## src/rtl/bram_capture_writer.sv

```systemverilog
// bram_capture_writer
//
// Captures count_max+1 consecutive valid 32-bit stream samples after a start
// pulse and writes them to a BRAM port at byte addresses 0, 4, 8, ...
// Software observes progress through busy/done and the word counter.
//
// Ports:
//   clk         system clock, rising edge
//   resetn      synchronous active-low reset
//   start       one-cycle capture request (ignored while capturing)
//   abort       one-cycle cancel request; wins over start
//   count_max   index of the last word to capture, latched at start
//   s_data      sample data
//   s_valid     sample qualifier, no backpressure
//   busy        capture in progress
//   done        last capture ran to completion (level)
//   word_count  words written in the current/last capture
//   bram_addr   BRAM byte address {count, 2'b00}
//   bram_wdata  BRAM write data
//   bram_en     BRAM port enable
//   bram_we     BRAM byte write enables, all ones or all zeros
module bram_capture_writer #(
  parameter int unsigned COUNT_WIDTH = 13
) (
  input  logic                   clk,
  input  logic                   resetn,
  input  logic                   start,
  input  logic                   abort,
  input  logic [COUNT_WIDTH-1:0] count_max,
  input  logic [31:0]            s_data,
  input  logic                   s_valid,
  output logic                   busy,
  output logic                   done,
  output logic [COUNT_WIDTH:0]   word_count,
  output logic [COUNT_WIDTH+1:0] bram_addr,
  output logic [31:0]            bram_wdata,
  output logic                   bram_en,
  output logic [3:0]             bram_we
);

  typedef enum logic [1:0] {
    StIdle,
    StCapture,
    StDone
  } state_e;

  localparam logic [COUNT_WIDTH-1:0] CountOne = COUNT_WIDTH'(1);
  localparam logic [COUNT_WIDTH:0]   WordOne  = (COUNT_WIDTH + 1)'(1);

  state_e                 state_q, state_d;
  logic [COUNT_WIDTH-1:0] count_q, count_d;
  logic [COUNT_WIDTH-1:0] count_max_q, count_max_d;
  logic [COUNT_WIDTH:0]   word_count_q, word_count_d;
  logic [COUNT_WIDTH+1:0] addr_q, addr_d;
  logic [31:0]            wdata_q, wdata_d;
  logic                   en_q, en_d;
  logic [3:0]             we_q, we_d;

  always_ff @(posedge clk) begin
    if (!resetn) begin
      state_q      <= StIdle;
      count_q      <= '0;
      count_max_q  <= '0;
      word_count_q <= '0;
      addr_q       <= '0;
      wdata_q      <= '0;
      en_q         <= 1'b0;
      we_q         <= 4'h0;
    end else begin
      state_q      <= state_d;
      count_q      <= count_d;
      count_max_q  <= count_max_d;
      word_count_q <= word_count_d;
      addr_q       <= addr_d;
      wdata_q      <= wdata_d;
      en_q         <= en_d;
      we_q         <= we_d;
    end
  end

  always_comb begin
    state_d      = state_q;
    count_d      = count_q;
    count_max_d  = count_max_q;
    word_count_d = word_count_q;
    addr_d       = addr_q;
    wdata_d      = wdata_q;
    // The port strobes only for the cycle after an accepted sample.
    en_d         = 1'b0;
    we_d         = 4'h0;

    case (state_q)
      StIdle, StDone: begin
        if (abort) begin
          state_d = StIdle;
        end else if (start) begin
          state_d      = StCapture;
          count_max_d  = count_max;
          count_d      = '0;
          word_count_d = '0;
        end
      end

      StCapture: begin
        if (abort) begin
          // Partial word_count is kept so software can see how far it got.
          state_d = StIdle;
        end else if (s_valid) begin
          addr_d       = {count_q, 2'b00};
          wdata_d      = s_data;
          en_d         = 1'b1;
          we_d         = 4'hF;
          word_count_d = word_count_q + WordOne;
          // Count saturates at the last index so it never wraps to 0.
          if (count_q == count_max_q) begin
            state_d = StDone;
          end else begin
            count_d = count_q + CountOne;
          end
        end
      end

      default: begin
        state_d = StIdle;
      end
    endcase
  end

  assign busy       = (state_q == StCapture);
  assign done       = (state_q == StDone);
  assign word_count = word_count_q;
  assign bram_addr  = addr_q;
  assign bram_wdata = wdata_q;
  assign bram_en    = en_q;
  assign bram_we    = we_q;

endmodule

```

## config.mk

```make
export PLATFORM = sky130hd
export DESIGN_NAME = bram_capture_writer
export DESIGN_NICKNAME = d
export VERILOG_FILES = /design/src/rtl/bram_capture_writer.sv
export SDC_FILE = /design/constraint.sdc
export NUM_CORES = 1
export LEC_CHECK = 0
export CAP_MARGIN = 20
export CORE_UTILIZATION = 51
export DETAILED_ROUTE_END_ITERATION = 8
export PLACE_DENSITY = 0.86
export RECOVER_POWER = 50
export SLEW_MARGIN = 30
export SYNTH_ARGS = -nofsm -noshare
export SYNTH_HDL_FRONTEND = slang
export SYNTH_SLANG_ARGS = --single-unit
```

## constraint.sdc

```tcl
create_clock -name clk -period 3.2 [get_ports clk]
set_clock_uncertainty 0.2 [all_clocks]
set_input_delay 0.64 -clock clk [delete_from_list [all_inputs] [get_ports clk]]
set_output_delay 0.64 -clock clk [all_outputs]
set_load 0.005 [all_outputs]
```

# ---- Word-level counts from Yosys, hierarchy flattened
# Cells that the tools add are included.
dict set report word_totals {
  out_inout_bits 68
  inputBits 50
  word_cells 52
  register_bits 92
}
dict set report op_classes {
  addsub 2
  n_mux 19
  n_reduce_logical 9
  n_bitwise 3
  eq_ne 11
}
# op count
set op_table {}
lappend op_table {{$mux 13} 5}
lappend op_table {{$mux 14} 4}
lappend op_table {{$pmux 14 s2} 1}
lappend op_table {{$pmux 13 s2} 1}
lappend op_table {{$add 14x1->14 const B} 1}
lappend op_table {{$add 13x1->13 const B} 1}
lappend op_table {{$eq 13x13->1} 1}
lappend op_table {{$mux 2} 5}
lappend op_table {{$ne 2x2->1 const B} 5}
lappend op_table {{$reduce_and 3->1} 3}
lappend op_table {{$ne 3x3->1 const B} 2}
lappend op_table {{$reduce_and 6->1} 1}
lappend op_table {{$reduce_and 5->1} 1}
lappend op_table {{$mux 4} 1}
lappend op_table {{$pmux 2 s2} 1}
lappend op_table {{$ne 3x2->1 const B} 1}
lappend op_table {{$not 1->1} 3}
lappend op_table {{$reduce_or 3->1} 1}
lappend op_table {{$eq 2x1->1 const B} 1}
lappend op_table {{$eq 2x2->1 const B} 1}
lappend op_table {{$logic_not 2->1} 1}
lappend op_table {{$reduce_bool 2->1} 1}
lappend op_table {{$reduce_or 2->1} 1}
lappend op_table {{$mux 1} 1}

# ---- Logic depth before layout (Yosys ltp)
# Gate-level depths: netlist (run 1).
dict set report depth {
  ltp_word 5
  mapped_depth 7
  ltp_nobuf 6
}

# ---- Worst setup path before layout (run 1)
# OpenSTA, ideal clock, no wires.
dict set report synth_path {
  path_type {register to register}
  start {reg count_q[5]}
  end {reg count_q[10]}
  arrival_ns 1.619
  path_slack_ns 1.252
  synth_period_minus_slack_ns 1.948
  t_required_ns 2.871
  path_stages_with_launch 8
  setup_time_ns 0.129
  path_buffers 2
  cell_sequence {dfxtp_1 -> clkbuf_1 -> xnor2_1 -> nand4_1 -> or4_4 -> buf_6 -> a41oi_1 -> o21ai_1}
}
dict set report synth_via {
  elab_chain_cells 5
  elab_cells_between_ends 8
  classes_between {add/sub (1); eq/ne (2); mux (4); reduce/logical (1)}
}
# element line
set synth_lines {}
lappend synth_lines {{from (decl)} 51} ;# logic [COUNT_WIDTH-1:0] count_q, count_d;
lappend synth_lines {{from (signal assigned)} 71} ;# count_q <= count_d;
lappend synth_lines {{$add 13x1->13} 118} ;# count_d = count_q + CountOne;
lappend synth_lines {{$mux 13} 115} ;# if (count_q == count_max_q) begin
lappend synth_lines {{$mux 13} 108} ;# end else if (s_valid) begin
lappend synth_lines {{$mux 13} 105} ;# if (abort) begin
lappend synth_lines {{$pmux 13 s2} 92} ;# case (state_q)
# Several ways; a longest one is shown, not always the timed one. The select of a mux whose other input is x is not followed.
# A chain may end at the register's enable or synchronous reset.

# ---- Final worst setup path (run 1)
dict set report layout_path {
  start {in abort}
  end {reg addr_q[3], in the netlist bram_addr[3]}
}
dict set report layout_via {
  elab_chain_cells 2
}
# element line
set layout_lines {}
lappend layout_lines {{from (decl)} 28} ;# input logic abort,
lappend layout_lines {{$not 1->1 (no line)} n/a}
lappend layout_lines {{$reduce_and 3->1 (no line)} n/a}
lappend layout_lines {{to (signal assigned)} 74} ;# addr_q <= addr_d;
lappend layout_lines {{to (decl)} 54} ;# logic [COUNT_WIDTH+1:0] addr_q, addr_d;
# Every way passes these cells.

==> summary.txt, run 1 <==
STA
  – Setup Viol. Count Final: 0
  – Slew margin rel.: 39.73%
  – RSZ-0062 raised after global routing: no
  – Crit path time final: 2.673 ns
  – Hold slack: 0.2603 ns
  – Hold Vio Cnt, Final: 0
  – Setup TNS Final: 0 ns
  – Max frequency: 0.3741 GHz
  – Period utilization: 83.52%
  – Max-slew violation count: 0
  – Final WS setup: 0.5272 ns
  – Measured slew at the worst slew-check pin: 0.9041 ns

Worst setup path
  – CP max stage cell: clkbuf_2
  – CP cell instances: dlygate4sd3_1 > nor2_1 > and2_1 > clkbuf_2 > nand2_1 > a21boi_0
  – CP max stage delay: 0.68 ns
  – Worst path bufs/invs: 2
  – CP startpoint: abort
  – Worst r2r src: state_q[0]
  – Startpoint Class: input port
  – Critical path depth: 6
  – Kind of cell adding the most delay to the critical path: buffers and inverters
  – Critical path peak fanout: 47
  – Crit Path Class: in2reg
  – Crit path DAT: 2.74 ns
  – Req. time, crit path: 3.27 ns
  – CP endpoint kind: flip-flop
  – Worst reg2reg path depth: 6

Place
  – Pre-CTS setup slack: 0.4658 ns
  – Placed cell count: 639
  – Placer Congestion: 0.8645
  – HPWL after detailed placement: 6.238 mm
  – Number of port buffers: 115

Clock tree
  – CTS clk-pin slew, worst paths: 0.08 ns
  – CTS sink count: 88
  – PostCTS Resize Cnt: 0
  – Setup Buffers After CTS: 0
  – CTS tree: done
  – Worst skew pair latency: 0.35 ns
  – Num CTS Buffers: 9
  – # hold bufs at CTS: 0
  – H-tree levels: 3
  – Clock buffer depth: 2
  – Clock root cell: clkbuf_8

Min path
  – Hold path start: bram_wdata[11]
  – Hold Crit Class: reg2reg
  – Hold path depth: 2

Yosys
  – Post-synth top area share: 44.87%
  – Asr flop ratio synth: 0%
  – Seq/Total Area, Yosys: 44.87%
  – Synth cell types: 49
  – Syn. warnings: 0
  – Synth area leaders: dfxtp_1, nand2_1, a21boi_0
  – Count leader, synth: nand2_1
  – Synth area leader: dfxtp_1
  – Gate Count Post-Synth: 458
  – Mean post-synth cell area: 8.573 um2
  – Number of synthesized flops with an enable pin: 0
  – Most used DFF post-synth: dfxtp_1
  – Yosys reg bits: 88
  – Synth cell count leaders: nand2_1, dfxtp_1, a21boi_0, nor2_1, clkbuf_1
  – Post-synthesis cell area: 3926 um2

Floorplan
  – CORE AREA: 7331 um2
  – Io pins: 118
  – Vert. Die Dim: 89.74 um
  – Rows: 31
  – Chip width: 89.74 um
  – Die area: 8053 um2
  – Initial cell density of the core: 53.56%

Final layout
  – Area grow syn2layout: 33.11%
  – Layout Cells excl Fill: 654
  – Nets@finish: 603
  – Layout cell share with drive strength beyond 1: 5.225%
  – Diodes inserted: 0

Routing
  – Antenna-violating nets left: 0
  – DR DRC count: 0
  – Mean routed wirelength per cell: 13.55 um
  – WL final: 8.861 mm
  – Drt pass-1 iters: 4
  – DR vias/cell: 5.252
  – Met2 routed WL: 4.232 mm
  – Routed vias: 3435
  – Uppermost layer routed: met4
  – Met3 routed WL: 498 um
  – M1 WL: 3.980 mm
  – First-iteration detailed-routing DRC count: 268

Global route
  – Largest net degree at the start of global routing: 51
  – Antenna violations before repair: 0
  – Total global routing overflow: 0
  – Total GRT Usage: 22.95%
  – Number of global-route vias before repair: 3154
  – First-pass GRT wire length: 15.02 mm

Power and ir drop
  – Power per cell area: 407.0 nW/um2
  – Clk network pwr share: 38.3%
  – Static Leakage: 1.979 nW
  – Combinational fraction of design power: 9.0%
  – Worst vdd ir: 0.0002677 V
  – Pwr Total: 2.127 mW
  – Flop pwr share: 52.8%
  – Switch Pwr: 0.4784 mW
  – Net Sw Frac: 22.49%
  – Int Power: 1.649 mW

Outcome
  – Status: complete, no violations

Job
  – Max_cap viols: 0
==> sequential cells by signal, indices dropped and copies added (netlist names) <==
signal and cells:
bram_addr 13, bram_wdata 32, bram_we 1, count_max_q 13
count_q 13, state_q 2, word_count 14
==> path summary, 6_finish.rpt <==
path / end / slack, ns
max: bram_addr[3] / 0.53
min: bram_wdata[11] / 0.26
max reg2reg: bram_addr[3] / 0.72
min reg2reg: bram_wdata[11] / 0.26
==> layout make-up <==
cell class | count | area [um2]
Fill cell | 553 | 2105
Clock buffer | 10 | 127.6
Sequential cell | 88 | 1762
Tap cell | 99 | 123.9
Clock inverter | 5 | 82.58
Multi-Input combinational cell | 329 | 1942
Timing Repair Buffer | 119 | 1174
Inverter | 4 | 15.01
==> power groups by stage <==
stage               Combinational (mW)  Clock (mW)  Sequential, mW
floorplan                        0.104           0            1.15
global placement                 0.191           0            1.15
detailed placement               0.194           0            1.15
CTS                              0.196       0.835            1.12
global route                     0.206       0.885            1.13
finish                           0.191       0.814            1.12
==> per-layer routing <==
metal | GRT usage (%) | up-vias
met5 | 0 | -
met2 | 37.95 | 127
met4 | 9.973 | 0
li1 | - | 1723
met3 | 4.484 | 14
met1 | 29.08 | 1571
==> cells by family after synthesis <==
family	Yosys count	share of synthesized area [%]
and+or+nand+nor	210	24.35
AOI/OAI and AO/OA	89	17.69
adders and majority gates	2	0.6372
other	1	0.09551
DFF	88	44.87
xor gates and xnor gates	25	6.437
buffers and inverters	42	5.672
muxes	1	0.2549
==> cells in the final DEF (no fill, tap or decap), drive strengths merged, types with 3 or more instances in the layout <==
master	count
nor2	20
o31ai	3
nand2	133
o311ai	6
nand4	11
xor2	11
inv	4
nand3	18
o211ai	5
o21ai	4
xnor2	14
dfxtp	88
a21boi	58
buf	4
dlygate4sd3	61
nor3	6
and3	5
clkdlybuf4s50	53
clkinv	3
clkbuf	11
and2	5
==> worst min-delay path, cell delays in order (launching register included) <==
cell and delay (ns):
dfxtp_1 0.31, nand2_1 0.04, a21boi_0 0.06
==> metrics by stage <==
step / cell area (um2) / util, %
after floorplan: 3930 / -
after global placement: 5022 / 68.51
after detailed placement: 5022 / 68.51
after CTS: 5233 / 71.38
after global routing: 5226 / 71.29
final: 5226 / 71.29
(Power assumes the default switching activity.)
==> run 2: changes to the inputs <==
- CORE_UTILIZATION: 51 -> 42
- PLACE_DENSITY: 0.86 -> 0.76
- clock period: 3.2 -> 2.3 ns (I/O delays scaled with it)
==> run 2 against run 1 <==
  * Highest routed layer unchanged
  * Sequential power up 39%
  * Clock power increased by 50%
  * Non-clock buffer count is 21 higher
  * Via count grew 2.6%
  * Flip-flop and latch count unchanged
  * Sequential share of layout area decreased by 1.3 points
  * Largest power group unchanged
  * First-iteration DRC count down 38%
  * Design area is 4.2% higher
==> summary.txt, run 2 (synthesized netlist as in run 1, its figures left out) <==
Outcome
  – Status: complete, no violations

STA
  – Measured slew at the worst slew-check pin: 0.5557 ns
  – Hold slack: 0.2583 ns
  – Crit path time final: 2.216 ns
  – Final WS setup: 0.08407 ns
  – Period utilization: 96.34%
  – RSZ-0062 raised after global routing: no
  – Slew margin rel.: 62.95%
  – Max-slew violation count: 0
  – Max frequency: 0.4513 GHz
  – Setup Viol. Count Final: 0
  – Hold Vio Cnt, Final: 0

Worst setup path
  – Crit path DAT: 1.56 ns
  – Critical path peak fanout: 7
  – Reg2reg end: count_q[12]
  – CP endpoint kind: primary output
  – Worst r2r src: count_q[0]
  – Startpoint Class: flip-flop
  – Reg-to-reg slack, setup: 0.17 ns
  – Crit Path Class: reg2out
  – CP startpoint: state_q[0]
  – Worst reg2reg path depth: 6
  – Req. time, crit path: 1.64 ns
  – CP endpoint: busy

Floorplan
  – Die area: 9739 um2
  – Io pins: 118
  – Chip width: 98.69 um
  – Rows: 34
  – Vert. Die Dim: 98.69 um
  – Initial cell density of the core: 44.16%
  – CORE AREA: 8891 um2

Power and ir drop
  – Worst vdd ir: 0.0003190 V
  – Power per cell area: 565.0 nW/um2
  – Flop pwr share: 50.8%
  – Clk network pwr share: 39.6%
  – Net Sw Frac: 21.43%
  – Int Power: 2.417 mW
  – Switch Pwr: 0.6594 mW
  – Static Leakage: 1.990 nW
  – Combinational fraction of design power: 9.6%

Global route
  – Largest net degree at the start of global routing: 46
  – Total GRT Usage: 19.74%
  – Number of global-route vias before repair: 3327
  – Antenna violations before repair: 0
  – Total global routing overflow: 0
  – First-pass GRT wire length: 15.48 mm

Clock tree
  – CTS sink count: 88
  – Num CTS Buffers: 9
  – Clock root cell: clkbuf_8
  – CTS tree: done
  – H-tree levels: 3
  – Setup Buffers After CTS: 0
  – Worst skew pair latency: 0.34 ns
  – CTS clk-pin slew, worst paths: 0.08 ns
  – Clock buffer depth: 2

Routing
  – M1 WL: 4.260 mm
  – WL final: 9.338 mm
  – Drt pass-1 iters: 4
  – DR DRC count: 0
  – Antenna-violating nets left: 0
  – Met3 routed WL: 433 um
  – Uppermost layer routed: met4
  – Routed vias: 3524
  – Met2 routed WL: 4.504 mm
  – First-iteration detailed-routing DRC count: 165
  – Mean routed wirelength per cell: 13.67 um
  – DR vias/cell: 5.160

Final layout
  – Area grow syn2layout: 38.69%
  – Layout cell share with drive strength beyond 1: 8.696%
  – Commonest non-fill, non-tap cells in the layout: nand2_1, dfxtp_1, clkdlybuf4s50_1
  – Largest register FFs: 32
  – Layout Cells excl Fill: 683
  – Final Util: 61.24%
  – Most common cell after layout, fill and taps aside: nand2_1
  – Nets@finish: 624
  – FF/Latch Area: 1763 um2
  – Area taken by multi-input logic gates: 1948 um2
  – # fillers: 779
  – Diodes inserted: 0

Place
  – HPWL after detailed placement: 6.825 mm
  – Pre-CTS setup slack: -0.1027 ns
  – Placer Congestion: 0.9391
  – Number of port buffers: 115
  – Placed cell count: 669

Min path
  – Hold Crit Class: reg2reg

Job
  – Max_cap viols: 0
==> run 2: changes by cell type in the layout (fill, tap and decap cells not counted), moves of 2 or more <==
cell             change
clkdlybuf4s50_1     +32
dlygate4sd3_1       -32
buf_4               +15
buf_12               +3
clkbuf_1             +2
clkinv_4             -2
==> run 2: metrics by stage <==
step	total power, mW	TNS (ns)	area (um2)
2_1_floorplan	1.740	0	3930
5_1_grt	3.190	0	5445
3_3_place_gp	1.889	-0.08988	5241
3_5_place_dp	1.898	-0.3955	5241
6_report	3.076	0	5445
4_1_cts	3.117	0	5465
==> run 2: layout make-up <==
class / count / share of cell area [%]
clock buffers: 10 / 2.344
inverters: 4 / 0.2757
clock inverters: 4 / 1.746
multi-input cells: 329 / 35.78
repair buffers: 140 / 25.00
flip-flops and latches: 88 / 32.38
well taps: 108 / 2.482
==> run 2: how the worst min path moves through the flow <==
| stage | end | depth (start not counted) | start |
|---|---|---|---|
| 2_1_floorplan | count_max_q[0] | 2 | count_max_q[0] |
| 3_3_place_gp | bram_wdata[14] | 2 | bram_wdata[14] |
| 3_5_place_dp | bram_wdata[3] | 2 | bram_wdata[3] |
| 4_1_cts | bram_wdata[3] | 2 | bram_wdata[3] |
| 5_1_grt | bram_addr[3] | 2 | bram_addr[3] |
| 6_report | bram_wdata[9] | 2 | bram_wdata[9] |
==> run 2: power by group through the flow <==
stage	Combinational, mW	Sequential, mW	Clock, mW
2_1_floorplan	0.144	1.60	0
3_3_place_gp	0.292	1.60	0
3_5_place_dp	0.300	1.60	0
4_1_cts	0.301	1.56	1.25
5_1_grt	0.320	1.57	1.30
6_report	0.295	1.56	1.22
==> run 2: critical path: stages (launching register included) <==
cell and delay (ns):
dfxtp_2 0.43, nand2b_1 0.13, inv_1 0.14, clkdlybuf4s50_1 0.52
==> run 2: layer usage <==
layer	vias up	global-route usage (%)
li1	1763	-
met1	1640	24.56
met2	107	34.51
met3	14	2.837
met4	0	7.807
met5	-	0
==> run 2: timing repair <==
item	in CTS	in global routing
endpoints found under the setup margin	1	1
hold buffers	0	0
resized for setup	1	1
pin swaps	0	0
cloned	0	0
==> run 3: changes to the inputs <==
- CAP_MARGIN: 20 -> not set
- CORE_MARGIN: not set -> 3
==> run 3 against run 2 <==
  * First-iteration DRC count down 27%
  * Clock power down 11%
  * Via count is 0.40% higher
  * Global-route usage down 1.2 points
==> summary.txt, run 3 (synthesized netlist as in run 1, its figures left out) <==
Worst setup path
  – Reg2reg end: count_q[10]
  – CP endpoint: done
  – CP endpoint kind: primary output
  – CP startpoint: state_q[1]
  – Worst r2r src: count_q[0]
  – Critical path peak fanout: 4
  – CP max stage cell: clkdlybuf4s50_1
  – CP cell instances: nor2b_1 > clkdlybuf4s50_1
  – Kind of cell adding the most delay to the critical path: buffers and inverters
  – CP max stage delay: 0.55 ns
  – Reg-to-reg slack, setup: 0.19 ns
  – Worst path bufs/invs: 1
  – Req. time, crit path: 1.64 ns
  – Crit Path Class: reg2out
  – Worst reg2reg path depth: 5
  – Critical path depth: 2
  – Startpoint Class: flip-flop
  – Crit path DAT: 1.55 ns

Final layout
  – Diodes inserted: 0
  – Largest register FFs: 32
  – Area grow syn2layout: 39.36%
  – # fillers: 786
  – Layout cell share with drive strength beyond 1: 9.154%
  – FF/Latch Area: 1763 um2
  – Area taken by multi-input logic gates: 1946 um2
  – Most common cell after layout, fill and taps aside: nand2_1
  – Commonest non-fill, non-tap cells in the layout: nand2_1, dfxtp_1, clkdlybuf4s50_1
  – Nets@finish: 627

Outcome
  – Status: complete, no violations

STA
  – Setup Viol. Count Final: 0
  – Hold Vio Cnt, Final: 0
  – Setup TNS Final: 0 ns
  – Period utilization: 96.28%
  – Max-slew violation count: 0
  – Max frequency: 0.4516 GHz
  – Crit path time final: 2.215 ns
  – RSZ-0062 raised after global routing: no
  – Slew margin rel.: 62.63%
  – Measured slew at the worst slew-check pin: 0.5605 ns

Global route
  – Layer with the highest usage: met2
  – Number of global-route vias before repair: 3245
  – Largest net degree at the start of global routing: 37
  – M3 GR Usage: 4.195%
  – GR Layer Usage met1: 23.83%
  – Antenna violations before repair: 0
  – Total GRT Usage: 18.53%
  – First-pass GRT wire length: 15.60 mm
  – Total global routing overflow: 0
  – Met2 Resource Use GR: 31.48%

Floorplan
  – Io pins: 118
  – Chip width: 102.7 um
  – Rows: 34
  – Initial cell density of the core: 44.16%
  – Die area: 10540 um2
  – Vert. Die Dim: 102.7 um
  – CORE AREA: 8891 um2

Clock tree
  – Worst skew pair latency: 0.35 ns
  – CTS sink count: 88
  – Setup Buffers After CTS: 0
  – Num CTS Buffers: 9
  – CTS clk-pin slew, worst paths: 0.08 ns
  – # hold bufs at CTS: 0
  – H-tree levels: 3
  – CTS tree: done
  – PostCTS Resize Cnt: 0
  – Clock root cell: clkbuf_8
  – Clock buffer depth: 2

Place
  – Number of port buffers: 115
  – Placer Congestion: 0.8586
  – HPWL after detailed placement: 7.304 mm

Power and ir drop
  – Static Leakage: 2.049 nW
  – Pwr Total: 2.953 mW
  – Power per cell area: 539.7 nW/um2
  – Worst vdd ir: 0.0002764 V

Routing
  – DR DRC count: 0
  – DR vias/cell: 5.150
  – Antenna-violating nets left: 0
  – Drt pass-1 iters: 4
  – First-iteration detailed-routing DRC count: 121
  – Mean routed wirelength per cell: 14.17 um
  – WL final: 9.733 mm
  – Routed vias: 3538

Min path
  – Hold Crit Class: reg2reg

Job
  – Max_cap viols: 0
==> run 3: area by class of cell <==
class                      instances  area share [%]
multi-input combinational        329           35.56
sequential                        88           32.22
timing repair buffer             143           25.73
clock inverter                     4          0.9833
tap                              108           2.470
inverter                           4          0.2744
clock buffer                      11           2.767
==> run 3: worst min path at each step <==
stage,from,to,slack (ns),cells after the start
after detailed placement,bram_wdata[4],bram_wdata[4],0.26,2
after floorplan,count_max_q[0],count_max_q[0],0.26,2
after CTS,bram_wdata[4],bram_wdata[4],0.27,2
after global routing,bram_wdata[15],bram_wdata[15],0.28,2
after global placement,bram_wdata[14],bram_wdata[14],0.25,2
final,bram_wdata[4],bram_wdata[4],0.26,2
==> run 3: report_power, final <==
group	leakage (nW)	switching [mW]	total [mW]	internal (mW)
combinational	1.24	0.132	0.298	0.165
sequential	0.711	0.0168	1.56	1.54
clock	0.0976	0.537	1.09	0.557
==> run 3: stage by stage <==
stage                     instances  utilization [%]  area [um2]  hold WS [ns]  worst slack, ns
after floorplan                 459                -        3930        0.2561           0.3518
after global placement          672            59.36        5278        0.2486         -0.02834
after detailed placement        672            59.36        5278        0.2551         -0.09043
after CTS                       687            61.67        5483        0.2670          0.05272
after global routing            687            61.54        5472        0.2811          0.02165
final                           687            61.54        5472        0.2601          0.08548
==> run 3: worst reg2reg max path: cells and delay by family, from the launching register on <==
| kind | cells | cell delay [ns] |
|---|---|---|
| AO/OA/AOI/OAI | 2 | 0.34 |
| XOR/XNOR | 1 | 0.19 |
| AND/OR/NAND/NOR | 2 | 0.78 |
| flip-flops | 1 | 0.50 |
==> run 3: metal layers <==
layer	up-vias	share of wire (%)
met3	12	5.6
met2	97	48
met1	1668	45
met5	-	0
met4	0	1.2
li1	1761	-
